## src/rtl/div_ctrl_pkg.sv

```systemverilog
// Shared types and constants for the div_ctrl clock-divider controller.
package div_ctrl_pkg;

   typedef enum logic {
      RUN  = 1'b0,
      PEND = 1'b1
   } state_t;

   localparam int DIV_MIN   = 2;
   localparam int CNT_W_DEF = 16;

endpackage

```

## src/rtl/div_ctrl_core.sv

```systemverilog
// Counter and waveform generator: counts 0..ratio-1, drives div_clk/div_tick as
// flops aligned with the counter, and holds at period end while gate is low.
module div_ctrl_core
   import div_ctrl_pkg::*;
#(
   parameter int CNT_W   = CNT_W_DEF,
   parameter int DEF_DIV = 6
) (
   input  logic             clk,
   input  logic             rst,
   input  logic [CNT_W-1:0] ratio,
   input  logic             gate,
   output logic             wrap,
   output logic             div_clk,
   output logic             div_tick
);

   localparam logic [CNT_W-1:0] ONE      = CNT_W'(1);
   localparam logic [CNT_W-1:0] DEF_LAST = CNT_W'(DEF_DIV - 1);

   logic [CNT_W-1:0] count;
   logic [CNT_W-1:0] count_nxt;
   logic [CNT_W-1:0] half;
   logic [CNT_W-1:0] last;
   logic             held;

   // held keeps the period-end condition true while stopped, even if the ratio
   // changes underneath the frozen counter.
   assign half      = ratio >> 1;
   assign last      = ratio - ONE;
   assign count_nxt = count + ONE;
   assign wrap      = held || (count == last);

   always_ff @(posedge clk or posedge rst) begin
      if (rst) begin
         count    <= DEF_LAST;
         held     <= 1'b0;
         div_clk  <= 1'b0;
         div_tick <= 1'b0;
      end else if (wrap) begin
         if (gate) begin
            count    <= '0;
            held     <= 1'b0;
            div_clk  <= 1'b1;
            div_tick <= 1'b1;
         end else begin
            held     <= 1'b1;
            div_clk  <= 1'b0;
            div_tick <= 1'b0;
         end
      end else begin
         count    <= count_nxt;
         div_clk  <= (count_nxt < half);
         div_tick <= 1'b0;
      end
   end

endmodule

```

## src/rtl/div_ctrl.sv

```systemverilog
// Runtime-programmable clock divider with valid/ready ratio reconfiguration applied
// only at period boundaries. Define DIV_CTRL_GATE_EN to add the run_en gating port.
module div_ctrl
   import div_ctrl_pkg::*;
#(
   parameter int CNT_W   = CNT_W_DEF,
   parameter int DEF_DIV = 6
) (
   input  logic             clk,
   input  logic             rst,
   input  logic             cfg_valid,
   input  logic [CNT_W-1:0] cfg_div,
   output logic             cfg_ready,
   output logic             cfg_err,
   output logic             busy,
   output logic [CNT_W-1:0] cur_div,
   output logic             div_clk,
   output logic             div_tick
`ifdef DIV_CTRL_GATE_EN
   ,
   input  logic             run_en
`endif
);

   localparam logic [CNT_W-1:0] MIN_DIV = CNT_W'(DIV_MIN);
   localparam logic [CNT_W-1:0] DEF_VAL = CNT_W'(DEF_DIV);

   if (DEF_DIV < DIV_MIN || DEF_DIV > (2 ** CNT_W) - 1) begin : g_bad_def_div
      $error("div_ctrl: DEF_DIV must lie in 2..2^CNT_W-1");
   end

   state_t           state;
   state_t           next_state;
   logic [CNT_W-1:0] pend_div;
   logic             gate;
   logic             wrap;
   logic             xfer;
   logic             div_ok;

`ifdef DIV_CTRL_GATE_EN
   assign gate = run_en;
`else
   assign gate = 1'b1;
`endif

   assign xfer   = cfg_valid && cfg_ready;
   assign div_ok = (cfg_div >= MIN_DIV);

   always_ff @(posedge clk or posedge rst) begin
      if (rst) begin
         state <= RUN;
      end else begin
         state <= next_state;
      end
   end

   always_comb begin
      next_state = state;
      case (state)
         RUN:     if (xfer && div_ok) next_state = PEND;
         PEND:    if (wrap) next_state = RUN;
         default: next_state = RUN;
      endcase
   end

   always_comb begin
      cfg_ready = 1'b0;
      busy      = 1'b0;
      case (state)
         RUN:     cfg_ready = 1'b1;
         PEND:    busy = 1'b1;
         default: cfg_ready = 1'b1;
      endcase
   end

   // The pending ratio only moves into cur_div on the wrap edge, so a transfer
   // landing in a wrap cycle waits for the following wrap.
   always_ff @(posedge clk or posedge rst) begin
      if (rst) begin
         pend_div <= '0;
         cur_div  <= DEF_VAL;
         cfg_err  <= 1'b0;
      end else begin
         cfg_err <= xfer && !div_ok;
         if (xfer && div_ok) begin
            pend_div <= cfg_div;
         end
         if (state == PEND && wrap) begin
            cur_div <= pend_div;
         end
      end
   end

   div_ctrl_core #(
      .CNT_W   (CNT_W),
      .DEF_DIV (DEF_DIV)
   ) u_core (
      .clk      (clk),
      .rst      (rst),
      .ratio    (cur_div),
      .gate     (gate),
      .wrap     (wrap),
      .div_clk  (div_clk),
      .div_tick (div_tick)
   );

endmodule

```

## config.mk

```make
export PLATFORM = sky130hd
export DESIGN_NAME = div_ctrl
export DESIGN_NICKNAME = d
export VERILOG_FILES = /design/src/rtl/div_ctrl_pkg.sv /design/src/rtl/div_ctrl_core.sv /design/src/rtl/div_ctrl.sv
export SDC_FILE = /design/constraint.sdc
export NUM_CORES = 1
export LEC_CHECK = 0
export CELL_PAD_IN_SITES_DETAIL_PLACEMENT = 1
export CELL_PAD_IN_SITES_GLOBAL_PLACEMENT = 2
export CORE_AREA = 2 2 110 80
export DETAILED_ROUTE_END_ITERATION = 6
export DIE_AREA = 0 0 112 82
export GPL_ROUTABILITY_DRIVEN = 0
export MAX_ROUTING_LAYER = met4
export PLACE_DENSITY = 0.9
export SETUP_SLACK_MARGIN = 0.05
export SLEW_MARGIN = 20
export SYNTH_ARGS = -nofsm -noshare
export SYNTH_HDL_FRONTEND = slang
export SYNTH_SLANG_ARGS = --single-unit
```

## constraint.sdc

```tcl
create_clock -name clk -period 7.7 [get_ports clk]
set_clock_uncertainty 0.1 [all_clocks]
set_input_delay 2.31 -clock clk [delete_from_list [all_inputs] [get_ports clk]]
set_output_delay 2.31 -clock clk [all_outputs]
set_load 0.01 [all_outputs]
```

==> metrics <==
status finished clean; VDD IR max 80.3 uV; Async S/R FF share, synth 100%; synthesized cell area 3020 um2; Mapped Avg Cell Area roughly 11 um2; grt total ovfl 0; crit end category flop; Post-synth EDFFs 0; Die ar. 9180 um2; routed via count 2288; ys flop type dfrtp_1; Setup crit start kind flop; max-slew violations 0; Routed WL 7970 um; CP Class flop to flop; Initial Utilization 36.9%; Crit Reg-Reg Startpoint cur_div[0]; endpoints failing setup 0; final setup TNS 0 ps; vias in the first global route around 2.5k; Cells after DPL 423; Crit Path Max Fanout 11; reg2reg setup slack 3470 ps; Worst Path Arrival roughly 4300 ps; max-cap viol count 0; final-report hold violation count 0; largest net degree at the start of global routing between 50 and 60; first-pass GRT wire length between 10000 and 15000 um; CTS root buffer clkbuf_16; Pwr Density 155 nW/um2; Syn-to-layout area delta 22.9%; post-synth net total 321; Rows 28; Ports 40; Pre-antenna DRT Iters 4; FF+latch area 1310 um2; area of the multi-input gates 1590 um2; Layout Cells excl Fill 432; drt drc 0; DR iter-0 viols 102; fraction of layout cells with a size suffix above 1 16.8%; Worst-Margin Slew about 770 ps; initial antenna violation count 0; Final min period 4230 ps; post-CTS sizing 0; Max clock buf depth 2; Die Span X around 110 um; Worst Hold Launch state; Reg clk slew, reported paths about 70 ps; Synth Register Bits 52; sequential share of the synthesized area 43.2%; library cells used by synthesis 46; vias per inst approximately 5.3; R2R Path End cur_div[0]; Post-CTS Setup Inserts 0; CTS Sinks between 50 and 60; Vert. Die Dim 82 um; RSZ-0062 raised after global routing no; min-delay worst type flop to flop; crit share post-route 54.9%; f_max 237 MHz; core area ~8200 um2; Hold Slack 400 ps; Min-Delay Endpoint cfg_err; Fillers 906; IO Port Bufs 39; H-tree levels 2; Cells after Synth 286; TritonCTS Buffers 5; Synth Warn # 0; ANT nets after route 0; Final HPWL DP 5930 um; Worst-Skew Late Latency 290 ps; GRT Util Overall 19.3%; Pleak 0.00164 uW; ANT cells 0; CTS Hold Buffers Added 0; Routed wire per std cell about 18 um; Worst R2R Path Depth 10; Critical Path RT 7780 ps; CTS tree built; hold path depth 1; Worst slew margin 48.8%; Final nets approximately 360
[layout by cell type (no fill, tap or decap), types with 2 or more instances in the layout]
cell	n
o21bai_1	2
nor3_1	12
nand4_1	4
xnor2_1	23
nand3_1	11
bufinv_16	2
o21ai_0	5
xor2_1	13
dfstp_2	4
inv_1	20
o211ai_1	3
mux2_2	32
a211oi_1	2
clkdlybuf4s50_1	39
nor4_1	4
a21o_1	2
ha_1	16
or2_2	3
dfrtp_1	48
nor2_1	17
clkbuf_16	5
and3_1	5
nand2_1	10
or4_1	3
buf_4	2
a21oi_1	3
nor2b_1	15
[metrics by stage]
step	power (uW)	cell area, um2	util [%]	worst slack [ps]
after floorplan	283	3020	-	3890
after global placement	296	3520	42.9	3260
after detailed placement	296	3520	42.9	3180
after CTS	584	3700	45.2	3150
after global routing	596	3720	45.3	3270
final	576	3720	45.3	3470
[Yosys cell counts (2+ instances only)]
cell type,count,area (um2)
dfrtp_1,48,1200
mux2_2,32,360
xnor2_1,23,201
inv_1,21,78.8
nor2_1,17,63.8
ha_1,16,200
nor2b_1,15,93.8
xor2_1,13,114
nor3_1,12,60.1
nand3_1,11,55.1
nand2_1,10,37.5
clkbuf_1,6,22.5
and3_1,5,31.3
o21ai_0,5,25.0
dfstp_2,4,105
nand4_1,4,25.0
nor4_1,4,25.0
a21oi_1,3,15.0
o211ai_1,3,22.5
or2_2,3,18.8
or4_1,3,22.5
a211oi_1,2,15.0
a21o_1,2,15.0
o21bai_1,2,15.0
[layout make-up]
class | instances | share of cell area [%]
inverters | 21 | 2.12
clock inverters | 2 | 1.62
well taps | 105 | 3.54
multi-input cells | 204 | 42.9
flip-flops and latches | 52 | 35.2
repair buffers | 42 | 11.2
clock buffers | 6 | 3.47
[critical path, cell delays in order (launching register included)]
cell and delay (ps):
dfrtp_1 480, inv_1 100, ha_1 320, or4b_2 720, nor4_1 380, xnor2_1 190, nand4_1 120, or4_4 610
nor4_4 490, buf_6 240, mux2_2 340
[worst max-delay path by stage]
stage | from | to | slack [ps] | cells past startpoint
after global routing | cur_div[0] | cur_div[7] | 3270 | 10
after CTS | cur_div[0] | cur_div[12] | 3150 | 9
after detailed placement | cur_div[5] | cur_div[15] | 3180 | 7
final | cur_div[0] | cur_div[0] | 3470 | 10
after floorplan | cfg_div[12] | pend_div[0] | 3890 | 6
after global placement | cfg_div[13] | pend_div[0] | 3260 | 5
[where the power goes]
group / switching, uW / total [uW] / internal, uW
clock network: 99.5 / 286 / 186
registers: 0 / 273 / 273
logic: 8.48 / 17.3 / 8.82
total: 108 / 576 / 468
[layer usage]
layer | wire, um | share of wire (%) | GRT usage [%] | up-vias
met5 | 0 | 0 | - | -
met4 | 54 | 0.68 | 4.39 | 0
met3 | 279 | 3.5 | 3.54 | 5
met2 | 3630 | 46 | 30.8 | 38
met1 | 4010 | 50 | 25.9 | 1163
li1 | - | - | - | 1082
[registers in the layout (all words and copies together) (netlist names)]
name	flops
state	1
cfg_err	1
u_core.count	16
u_core.div_clk	1
u_core.div_tick	1
cur_div	16
pend_div	16
[kinds of logic after synthesis]
kind of cell | synth area share, %
DFF | 43.2
muxes | 12.3
buffers and inverters | 4.06
adders and majority gates | 6.62
and+or+nand+nor | 17.3
AOI/OAI and AO/OA | 6.17
xor gates and xnor gates | 10.4
Note: power is estimated with default switching activity, not from simulation.
